**src/rtl/instr_encode_loader.sv**
```systemverilog
// Instruction-memory loader: packs {op, reg, imm} requests into 8-bit
// instruction words, range-checks immediates, and streams the words into
// the instruction memory write port. It stops when DEPTH words are written.
module instr_encode_loader #(
  parameter int ADDR_W = 4,
  parameter int DEPTH  = 16
) (
  input  logic              clk,
  input  logic              rst_n,
  input  logic              start,
  input  logic              in_valid,
  output logic              in_ready,
  input  logic [1:0]        in_op,
  input  logic [2:0]        in_reg,
  input  logic [7:0]        in_imm,
  output logic              imem_we,
  output logic [ADDR_W-1:0] imem_addr,
  output logic [7:0]        imem_wdata,
  output logic              full,
  output logic              err_range,
  output logic [ADDR_W:0]   wr_count
);

  localparam int CW = ADDR_W + 1;
  localparam logic [CW-1:0] DEPTH_C = CW'(DEPTH);
  localparam logic [CW-1:0] LAST_C  = CW'(DEPTH - 1);

  typedef enum logic [1:0] {IDLE = 2'd0, LOAD = 2'd1, FULL = 2'd2} state_t;

  typedef struct packed {
    logic [1:0] op;
    logic [2:0] rg;
    logic [7:0] imm;
  } req_t;

  state_t state, state_nxt;
  req_t   req;
  logic   accept;
  logic   legal;
  logic [7:0] ic;
  logic   wr_pend;     // legal word accepted last cycle, due to be written now
  logic   wr;          // write actually issued this cycle
  logic   full_next;

  assign req = '{op: in_op, rg: in_reg, imm: in_imm};

  // Encode the request and decide whether its immediate fits the field
  always_comb begin
    ic    = {req.op, req.rg, req.imm[2:0]};
    legal = (req.imm[7:3] == 5'b00000);
    if (req.op == 2'b11) begin
      // jump: 4-bit signed offset, sign bit parked in ic[5], reg field ignored
      ic    = {2'b11, req.imm[7], 2'b00, req.imm[2:0]};
      legal = (req.imm[7:3] == 5'b00000) || (req.imm[7:3] == 5'b11111);
    end
  end

  // Count the pending write so in_ready drops before a DEPTH+1-th accept
  assign full_next = ((wr_count + CW'(wr_pend)) == DEPTH_C);
  assign accept    = in_valid && in_ready;
  // A start or reset cycle kills a pending write
  assign wr        = wr_pend && rst_n && !start;
  assign imem_we   = wr;

  // State register
  always_ff @(posedge clk) begin
    if (!rst_n) state <= IDLE;
    else        state <= state_nxt;
  end

  // Next-state logic: start always (re)enters LOAD from any state
  always_comb begin
    state_nxt = state;
    if (start) begin
      state_nxt = LOAD;
    end else begin
      case (state)
        IDLE:    state_nxt = IDLE;
        LOAD:    if (wr && (wr_count == LAST_C)) state_nxt = FULL;
        FULL:    state_nxt = FULL;
        default: state_nxt = IDLE;
      endcase
    end
  end

  // Output logic: only LOAD accepts, and never in a start or reset cycle
  always_comb begin
    in_ready = 1'b0;
    full     = 1'b0;
    case (state)
      LOAD:    in_ready = rst_n && !start && !full_next;
      FULL:    full     = 1'b1;
      default: ;
    endcase
  end

  // Write pipeline, address/count bookkeeping and sticky range error
  always_ff @(posedge clk) begin
    if (!rst_n) begin
      wr_pend    <= 1'b0;
      imem_addr  <= '0;
      imem_wdata <= '0;
      wr_count   <= '0;
      err_range  <= 1'b0;
    end else if (start) begin
      wr_pend    <= 1'b0;
      imem_addr  <= '0;
      wr_count   <= '0;
      err_range  <= 1'b0;
    end else begin
      wr_pend <= accept && legal;
      if (accept && legal)  imem_wdata <= ic;
      if (accept && !legal) err_range  <= 1'b1;
      if (wr) begin
        wr_count <= wr_count + CW'(1);
        // hold on the last word instead of wrapping back to 0
        if (wr_count != LAST_C) imem_addr <= imem_addr + ADDR_W'(1);
      end
    end
  end

endmodule

```
**config.mk**
```make
export PLATFORM = sky130hd
export DESIGN_NAME = instr_encode_loader
export DESIGN_NICKNAME = d
export VERILOG_FILES = /design/src/rtl/instr_encode_loader.sv
export SDC_FILE = /design/constraint.sdc
export NUM_CORES = 1
export LEC_CHECK = 0
export BUFFER_PORTS_ARGS = -buffer_cell sky130_fd_sc_hd__buf_2
export CORE_MARGIN = 2
export CORE_UTILIZATION = 47
export CTS_CLUSTER_DIAMETER = 80
export DETAILED_ROUTE_END_ITERATION = 8
export PLACE_DENSITY_LB_ADDON = 0.12
export SETUP_SLACK_MARGIN = 0.3
export SKIP_CTS_REPAIR_TIMING = 1
export SLEW_MARGIN = 20
export SYNTH_ARGS = -nofsm -noshare
export SYNTH_HDL_FRONTEND = slang
export SYNTH_SLANG_ARGS = --single-unit
export TNS_END_PERCENT = 1
```
**constraint.sdc**
```tcl
create_clock -name clk -period 2.4 [get_ports clk]
set_clock_uncertainty 0.2 [all_clocks]
set_input_delay 0 -clock clk [delete_from_list [all_inputs] [get_ports clk]]
set_output_delay 0 -clock clk [all_outputs]
set_load 0.05 [all_outputs]
```
# --- Word level (Yosys, flattened, before mapping) ---
# Index checks and enable logic that the tools add are counted.
word_totals:
  output_inout_bits: 21
  in_bits: 17
  register_bits: 21
classes:
  reduce_logical: 16
  bitwise_logic: 2
  eq_ne: 9
  n_mux: 7
  n_addsub: 3
op_table:
  columns: ["op", "count"]
  rows:
  - ["== test 5 bit (second input constant)", 2]
  - ["logical AND 1 bit", 8]
  - ["two-way mux 8 bit", 1]
  - ["adder 5 x 1 -> 5 bit", 1]
  - ["adder 5 x 1 -> 5 bit (second input constant)", 1]
  - ["== test 5 x 4 -> 1 bit (second input constant)", 1]
  - ["logical NOT 5 bit", 1]
  - ["inequality test 5 x 4 -> 1 bit (second input constant)", 1]
  - ["adder 4 x 1 -> 4 bit (second input constant)", 1]
  - ["== test 2 bit (second input constant)", 2]
  - ["two-way mux 1 bit", 4]
  - ["case mux 2 bit (2 select lines)", 1]
  - ["AND reduction 2 bit", 2]
  - ["logical NOT 1 bit", 3]
  - ["inequality test 3 bit (second input constant)", 1]
  - ["== test 2 x 1 -> 1 bit (second input constant)", 1]
  - ["two-way mux 2 bit", 1]
  - ["inequality test 2 bit (second input constant)", 1]
  - ["inverter 1 bit", 2]
  - ["OR reduction 2 bit", 1]
  - ["logical OR 1 bit", 1]

# --- Logic depth before layout (Yosys ltp) ---
depth:
  depth_word: 8
  depth_mapped: 8
  mapped_depth_nobuf: 7

# --- Worst setup path after synthesis ---
# No wires, ideal clock.
synth_path:
  path_type: "register -> register"
  startpoint: "register wr_count[0]"
  endpoint: "register err_range"
  path_buffers: 0
  t_required_ns: 2.137
  slack_ns: -0.290
  stages_incl_launch_ff: 7
  t_arrival_ns: 2.426
  path_cell_list: "dfxtp_1 ha_1 ha_1 nor2_1 o2bb2ai_1 a21oi_1 a32o_1"
synth_between:
  elab_chain_cells: 7
synth_lines:
  columns: ["element", "line", "text"]
  rows:
  - ["start: declaration", "21", "output logic [ADDR_W:0] wr_count"]
  - ["start signal: assignment", "115", "wr_count <= wr_count + CW'(1);"]
  - ["adder 5 x 1 -> 5 bit", "59", "assign full_next = ((wr_count + CW'(wr_pend)) == DEPTH_C);"]
  - ["== test 5 bit", "59", null]
  - ["logical NOT 1 bit", "91", "LOAD: in_ready = rst_n && !start && !full_next;"]
  - ["logical AND 1 bit", "91", null]
  - ["two-way mux 1 bit", "90", "case (state)"]
  - ["via in_ready", "12", "output logic in_ready,"]
  - ["logical AND 1 bit", "60", "assign accept = in_valid && in_ready;"]
  - ["logical AND 1 bit", "113", "if (accept && !legal) err_range <= 1'b1;"]
  - ["end signal: assignment", "104", "err_range <= 1'b0;"]
  - ["end signal: assignment", "109", "err_range <= 1'b0;"]
  - ["end signal: assignment", "113", null]
  - ["end: declaration", "20", "output logic err_range,"]
# The timed path passes the listed nets, and every way through them passes these cells.
# A chain may end at the register's enable or synchronous reset.

# --- Worst setup path after layout ---
layout_path:
  startpoint: "register wr_count[0]"
  endpoint: "register imem_wdata[4]"
layout_between:
  elab_chain_cells: 8
layout_lines:
  columns: ["element", "line", "text"]
  rows:
  - ["adder 5 x 1 -> 5 bit", "59", null]
  - ["== test 5 bit", "59", null]
  - ["logical NOT 1 bit", "91", null]
  - ["logical AND 1 bit", "91", null]
  - ["two-way mux 1 bit", "90", null]
  - ["logical AND 1 bit", "60", null]
  - ["logical AND 1 bit", "112", "if (accept && legal) imem_wdata <= ic;"]
  - ["AND reduction 2 bit (no line)", null, null]
  - ["end signal: assignment", "112", null]
  - ["end: declaration", "18", "output logic [7:0] imem_wdata,"]
# Every way passes these cells.

==> impl_metrics.yaml <==
status:
  status: "finished with violations"
  violations: "hold timing"
synthesis:
  ys_ff_latch: 21
  synth_cell_type_count: 27
  yosysTopAreaCellShare: 0.416
  synth_ff_type: "dfxtp_1"
  synth.most_common_cell: "dfxtp_1"
  syn-num-nets: 135
  synth_edf_count: 0
  ys_seq_area_frac: 0.416
  synth_common_cells: "dfxtp_1, nand2_1, nor2_1"
  synth.avg_cell_area_um2: 9.10
  synthTopCellsByArea: "dfxtp_1, mux2i_1, ha_1"
  synth_top_area_cell: "dfxtp_1"
  async_reset_ff_frac: 0
  netlist_instances: 111
  syn-cell-area_um2: 1010
  synth_warnings: 0
detailed_routing:
  dr_total_vias: 943
  first_pass_iters: 4
  drtIter0Drc: 4
  drc: 0
  wl_per_cell_um: 11.4
  vias_per_cell: 4.89
  drtAntennaViolNets: 0
  routed_wl_mm: 2.19
final_layout:
  fillers: 169
  syn2layout_area_growth_pct: 41.8
  final_nets: 191
  final_area_um2: 1430
  diodes: 0
  final_layout_size_suffix_gt1_frac: 0.295
global_routing:
  first_global_vias: 787
  grt_max_degree: 17
  grt_pass1_wl_mm: 3.28
  grt_usage: 0.163
  antenna_found_initial: 0
  grt-ovfl-total: 0
power:
  switchingPower_mw: 0.144
  p_per_area_nw_per_um2: 416
  power_frac_seq: 0.592
  ir_worst_vdd_uv: 261
  power_leakage_nw: 0.670
  swShare: 0.242
  intPower_mw: 0.451
  power_mw: 0.595
  combPwrFrac: 0.118
  clkPwrFrac: 0.290
floorplan:
  die_area_um2: 2540
  fp.coreArea_um2: 2000
  die_h_um: 50.4
  start_util: 0.504
  fp-row-count: 16
  ioPinCount: 38
  die_w_um: 50.4
placement:
  gp_congestion: 0.783
  place_area_um2: 1230
  portBuffers: 37
  hpwl_mm: 1.51
critical_path:
  cp-startpoint: "wr_count[0]$_SDFFE_PP0P_"
  crit_type: "flip-flop to flip-flop"
  worst-path-max-fanout: 5
  startpoint_type: "flip-flop"
  arrival_ns: 2.02
  end_kind: "flip-flop"
  cp.required_ns: 2.44
  rr_startpoint: "wr_count[0]$_SDFFE_PP0P_"
cts:
  clkTransAtPathRegs_ns: 0.12
  numClockSinks: 21
  clock_latency_ns: 0.30
  cts_tree: "yes"
  cts.root.buffer_cell: "clkbuf_4"
  numCtsBuffers: 3
  cts.htree.levels: 1
  cts.path.max_buffers: 2
timing:
  setup_violations: 0
  finalMaxSlewViolations: 0
  tightest_slew_ns: 0.371
  hold_slack_ns: -0.00594
  slew_headroom: 0.752
  fin_crit_ns: 1.98
  rsz0062_at_grt: "no"
  max_freq_ghz: 0.506
  hold_viol_final: 1
  setup_tns_ns: 0
  fin_crit_sh: 0.823
hold_path:
  hold_class: "primary input to flip-flop"
  holdCritStartpoint: "in_imm[3]"
job:
  drv_cap: 0
==> layer usage <==
metal  vias to the layer above  share of wire  global-route usage
li1                        488              -                   -
met1                       430           0.43               0.207
met2                        25           0.52               0.274
met3                         0          0.055              0.0417
met4                         0              0              0.0405
met5                         -              0                   0
==> power by group through the flow <==
stage,registers (mW),clock network [mW],logic (mW)
after detailed placement,0.360,0,0.0479
after global routing,0.353,0.196,0.0771
after global placement,0.360,0,0.0466
after CTS,0.352,0.178,0.0480
after floorplan,0.362,0,0.0250
final,0.352,0.173,0.0702
==> area by class of cell <==
class,instances,area (µm²),share of cell area
repair buffers,55,363,0.253
clock inverters,1,5.00,0.00350
well taps,27,33.8,0.0236
inverters,6,27.5,0.0192
multi-input cells,80,557,0.389
flip-flops and latches,21,423,0.295
clock buffers,3,22.5,0.0157
==> placed cells by master, fill, tap and decap left out, types with 2 or more instances in the layout <==
cell type,n
buf_2,37
nand2_1,19
dfxtp_1,19
dlygate4sd3_1,17
nor2_1,11
mux2i_1,10
ha_1,7
inv_1,5
nand4_1,4
xor2_1,4
nor2b_1,3
xnor2_1,3
nand3_1,3
clkbuf_4,3
a31oi_1,2
dfxtp_2,2
==> sequential cells by signal, indices dropped and copies added, names as in the netlist <==
signal and cells:
wr_count 5, err_range 1, imem_wdata 8, imem_addr 4
wr_pend 1, state 2
==> per-stage QoR <==
step           utilization  hold WS (ns)  cells  setup WS (ns)
2_1_floorplan            -       -0.0677    111          0.334
3_3_place_gp         0.616        0.0445    172          0.394
4_1_cts              0.629        -0.278    176          0.314
3_5_place_dp         0.616        0.0490    172          0.328
6_report             0.715      -0.00594    193          0.424
5_1_grt              0.715        0.0188    193          0.302
==> worst max-delay path, stage by stage (launching register included) <==
cell,delay [ns]
dfxtp_2,0.39
ha_1,0.20
ha_1,0.18
nor2_1,0.04
o2bb2ai_1,0.18
a211o_2,0.44
clkinv_4,0.10
mux2i_1,0.17
==> final timing paths <==
kind | end | slack (ns) | cells past startpoint
setup / recovery | imem_wdata[4]$_SDFFE_PN0P_ | 0.42 | 7
hold / removal | err_range$_SDFFE_PP0P_ | -0.006 | 4
setup reg to reg | imem_wdata[4]$_SDFFE_PN0P_ | 0.42 | 7
hold reg to reg | imem_wdata[2]$_SDFFE_PN0P_ | 0.27 | 2
==> cells by family (layout without fill, tap and decap cells) <==
kind of cell | after synthesis | after routing | share of synthesized area
simple gates | 44 | 44 | 0.196
flops | 21 | 21 | 0.416
compound gates | 12 | 12 | 0.0917
mux | 10 | 10 | 0.0991
buf+inv | 10 | 65 | 0.0496
fa+ha+maj | 7 | 7 | 0.0867
xor+xnor | 7 | 7 | 0.0607
No activity file was read; power rests on OpenSTA's default activity.
